File: src/rtl/sw_pwm_pkg.sv
// sw_pwm shared defaults and helpers.
// Counter width derives from the PWM period.
package sw_pwm_pkg;

   localparam int DATA_W_DEF  = 16;
   localparam int PERIOD_DEF  = 100_000_000;
   localparam int ON_TIME_DEF = 50_000_000;

   function automatic int cnt_w(input int period);
      return (period > 1) ? $clog2(period) : 1;
   endfunction

endpackage

File: src/rtl/sw_pwm_timebase.sv
// Free-running period counter for sw_pwm.
// Wraps from PERIOD-1 to 0 and flags the wrap cycle.
module pwm_timebase
   import sw_pwm_pkg::*;
#(
   parameter int PERIOD = PERIOD_DEF,
   localparam int CW = cnt_w(PERIOD)
) (
   input  logic          clk,
   input  logic          rst,
   output logic [CW-1:0] count,
   output logic          wrap
);

   localparam logic [CW-1:0] LAST = CW'(PERIOD - 1);

   logic [CW-1:0] sec_counter;

   assign wrap  = (sec_counter == LAST);
   assign count = sec_counter;

   always_ff @(posedge clk or posedge rst) begin
      if (rst)
         sec_counter <= '0;
      else if (wrap)
         sec_counter <= '0;
      else
         sec_counter <= sec_counter + CW'(1);
   end

endmodule

File: src/rtl/sw_pwm.sv
// Gates a switch pattern onto the LEDs during the
// first ON_TIME cycles of every PERIOD-cycle window.
module sw_pwm
   import sw_pwm_pkg::*;
#(
   parameter int ON_TIME = ON_TIME_DEF,
   parameter int PERIOD  = PERIOD_DEF,
   parameter int DATA_W  = DATA_W_DEF
) (
   input  logic              clk,
   input  logic              rst,
   input  logic [DATA_W-1:0] sw,
   output logic [DATA_W-1:0] led
);

   localparam int CW = cnt_w(PERIOD);
   localparam logic [63:0] ON_U = 64'(ON_TIME);

   if (PERIOD < 1) begin : g_bad_period
      $fatal(1, "sw_pwm: PERIOD must be >= 1");
   end
   if (ON_TIME < 0) begin : g_bad_on
      $fatal(1, "sw_pwm: ON_TIME must be >= 0");
   end

   logic [CW-1:0] sec_counter;
   logic          unused_wrap;
   logic          on_win;

   pwm_timebase #(
      .PERIOD (PERIOD)
   ) u_timebase (
      .clk   (clk),
      .rst   (rst),
      .count (sec_counter),
      .wrap  (unused_wrap)
   );

   // 64-bit compare so ON_TIME >= PERIOD never truncates
   assign on_win = (64'(sec_counter) < ON_U);
   assign led    = (on_win && !rst) ? sw : '0;

endmodule

File: config.mk
export PLATFORM = sky130hd
export DESIGN_NAME = sw_pwm
export DESIGN_NICKNAME = d
export VERILOG_FILES = /design/src/rtl/sw_pwm_pkg.sv /design/src/rtl/sw_pwm_timebase.sv /design/src/rtl/sw_pwm.sv
export SDC_FILE = /design/constraint.sdc
export NUM_CORES = 1
export LEC_CHECK = 0
export CAP_MARGIN = 20
export CORE_MARGIN = 4
export CORE_UTILIZATION = 38
export CTS_CLUSTER_SIZE = 25
export DETAILED_ROUTE_END_ITERATION = 10
export PLACE_DENSITY_LB_ADDON = 0.3
export SYNTH_ARGS = -nofsm -noshare
export SYNTH_HDL_FRONTEND = slang
export SYNTH_HIERARCHICAL = 1
export SYNTH_SLANG_ARGS = --single-unit
File: constraint.sdc
create_clock -name clk -period 2.7 [get_ports clk]
set_input_delay 0.54 -clock clk [delete_from_list [all_inputs] [get_ports clk]]
set_output_delay 0.54 -clock clk [all_outputs]
set_load 0.01 [all_outputs]
==> metrics.txt <==
status finished clean; CP Data Required Time 2.16 ns; 1st-pass router iterations 5; vias in the first global route 1496; Clock Sinks 27; H-tree depth 1; area grow syn2layout 24.8%; detailed router's first-iteration violation count 60; Sequential Power Share ~55%; Hold-fix buffers, CTS 0; Largest register FFs 27; Syn Nets 222; setup TNS 0 ns; Die Y a little under 80 um; synthesized area per cell between 8 and 9 um^2; fin crit period 2.53 ns; Internal ~560 uW; peak supply drop roughly 280 uV; Post-Place Setup Slack -0.111 ns; CTS root buf clkbuf_8; Core ar. 4470 um^2; Placed Area 2210 um^2; Starting Density between 40% and 50%; routed via count about 1700; area of the mapped netlist about 1800 um^2; Unique masters post-synth 40; Slew HR a little over three fifths; post-synthesis sequential area ratio between 30% and 40%; Synthesis Warnings 6; Gate power share ~14%; worst slew pin tran 0.546 ns; synth top area cells dfrtp_1 (37%), nand3_1 (6.6%), xnor2_1 (5.8%); # Max-Cap Violations 0; global-route usage over all layers between 10% and 20%; WL/cell between 10 and 15 um; Die Wd 77.0 um; CTS tree yes; io pins 34; fraction of registers with async set or reset after synthesis between 90% and 100%; antenna cell count 0; cell count after synthesis 203; most numerous cell in the Yosys netlist dfrtp_1; ys flop type dfrtp_1; synth cell count leaders dfrtp_1 (27), nand3_1 (24), nand2_1 (22), o22ai_1 (16), xnor2_1 (12); IO buf count 33; DPL Wire Length between 2000 and 3000 um; Hold WC Path Type flop to flop; post-route cell area 2250 um^2; CTS Buffer Depth 2; grt total ovfl 0; Die Area roughly 6000 um^2; first-pass GRT wire length ~7000 um; Crit Path Max Fanout 32; wirelength, routed around 4300 um; critical path class input port to primary output; Slew Limit Fails 0; final hold vios 0; cell row count 24; CP startpoint kind input port; Synth Register Bits 27; total CTS buffers 3; Clk Latency, worst-skew pair around 0.27 ns; Synth top area share a little under two fifths; area leader, netlist dfrtp_1; switching share of power a little under a quarter; share of cells above drive strength 1 10.5%; period utilization between 90% and 100%; sw power 175 uW; # nets final between 200 and 300; final setup vio count 0; Worst Slack Setup Final about 0.17 ns; initial antenna violation count 0; Clock Skews roughly 0.0022 ns; fill count roughly 420; Via density around 5.7; Worst-path clk slew ~0.090 ns; RSZ-0062 raised after global routing false; EDFF count, synth 0; Clk network pwr share between 30% and 40%; GPL Wtd Cong between 0.8 and 0.9; Fmax 396 MHz; Remaining DRCs 0; Arr. time, crit path around 2.0 ns; pin count of the biggest net entering global routing 33; Power Density between 300 and 400 nW/um^2; Antenna Nets Post-Route 0; leakage roughly 0.96 nW; Worst setup EP type primary output
-- worst paths after layout --
check	startpoint	end	slack, ns	cells after the start
max	rst	led[11]	0.17	6
min	u_timebase/count[0]	u_timebase/count[0]	0.47	1
max reg2reg	u_timebase/count[10]	u_timebase/count[20]	0.68	6
min reg2reg	u_timebase/count[0]	u_timebase/count[0]	0.47	1
max in group asynchronous	rst	u_timebase/count[1]	1.74	3
min in group asynchronous	rst	u_timebase/count[24]	0.70	3
-- power groups by stage --
| stage | clock, mW | sequential [mW] | combinational (mW) |
|---|---|---|---|
| after floorplan | 0 | 0.412 | 0.0490 |
| after global placement | 0 | 0.412 | 0.117 |
| after detailed placement | 0 | 0.412 | 0.118 |
| after CTS | 0.236 | 0.404 | 0.105 |
| after global routing | 0.250 | 0.404 | 0.113 |
| final | 0.231 | 0.404 | 0.104 |
-- cell families (layout without fill, tap and decap cells) --
| kind of cell | after synthesis | in the layout | share of synthesized area (%) |
|---|---|---|---|
| buf+inv | 16 | 52 | 5.12 |
| compound gates | 40 | 40 | 15.2 |
| simple gates | 103 | 103 | 33.9 |
| fa+ha+maj | 1 | 1 | 0.692 |
| xor+xnor | 16 | 16 | 7.76 |
| flops | 27 | 27 | 37.4 |
-- per-layer routing --
layer / track usage (%) / wire, um / up-vias
met3: 1.76 / 234 / 5
li1: - / - / 828
met4: 4.35 / 40 / 0
met5: 0 / 0 / -
met1: 20.8 / 2080 / 779
met2: 22.1 / 1920 / 41
-- cells in the final DEF (no fill, tap or decap), types with 4 or more instances in the layout --
cell type / count
and3_1: 7
nand3_1: 24
dfrtp_1: 27
xnor2_1: 12
nand4_1: 11
nor2_1: 11
clkdlybuf4s50_1: 17
o22ai_1: 16
buf_4: 8
nand2_1: 22
inv_1: 5
a21oi_1: 6
dlygate4sd2_1: 16
xor2_1: 4
o21ai_0: 7
-- stage by stage --
stage	util, %	power (mW)	hold WS [ns]	cells
after floorplan	-	0.461	0.433	203
after global placement	49.4	0.529	0.451	286
after detailed placement	49.4	0.530	0.458	286
after CTS	50.4	0.746	0.471	291
after global routing	50.4	0.767	0.503	291
final	50.4	0.739	0.465	291
-- final cells by class --
cell class | instances | area [um^2] | share of cell area (%)
tap | 52 | 65.1 | 2.89
timing repair buffer | 43 | 410 | 18.2
clock inverter | 1 | 5.00 | 0.222
clock buffer | 3 | 41.3 | 1.83
sequential | 27 | 676 | 30.0
multi-input combinational | 160 | 1040 | 46.1
inverter | 5 | 18.8 | 0.832
-- worst max-delay path: stages --
cell and delay, ns:
clkdlybuf4s50_1 0.45, a211oi_4 0.21, buf_12 0.20, nand3_1 0.09, o22ai_1 0.18, dlygate4sd2_1 0.31
-- what timing repair did --
item,4_1_cts,5_1_grt
resized for setup,16,0
endpoints found under the setup margin,16,0
setup buffers,1,0
No activity file was read; power rests on OpenSTA's default activity.
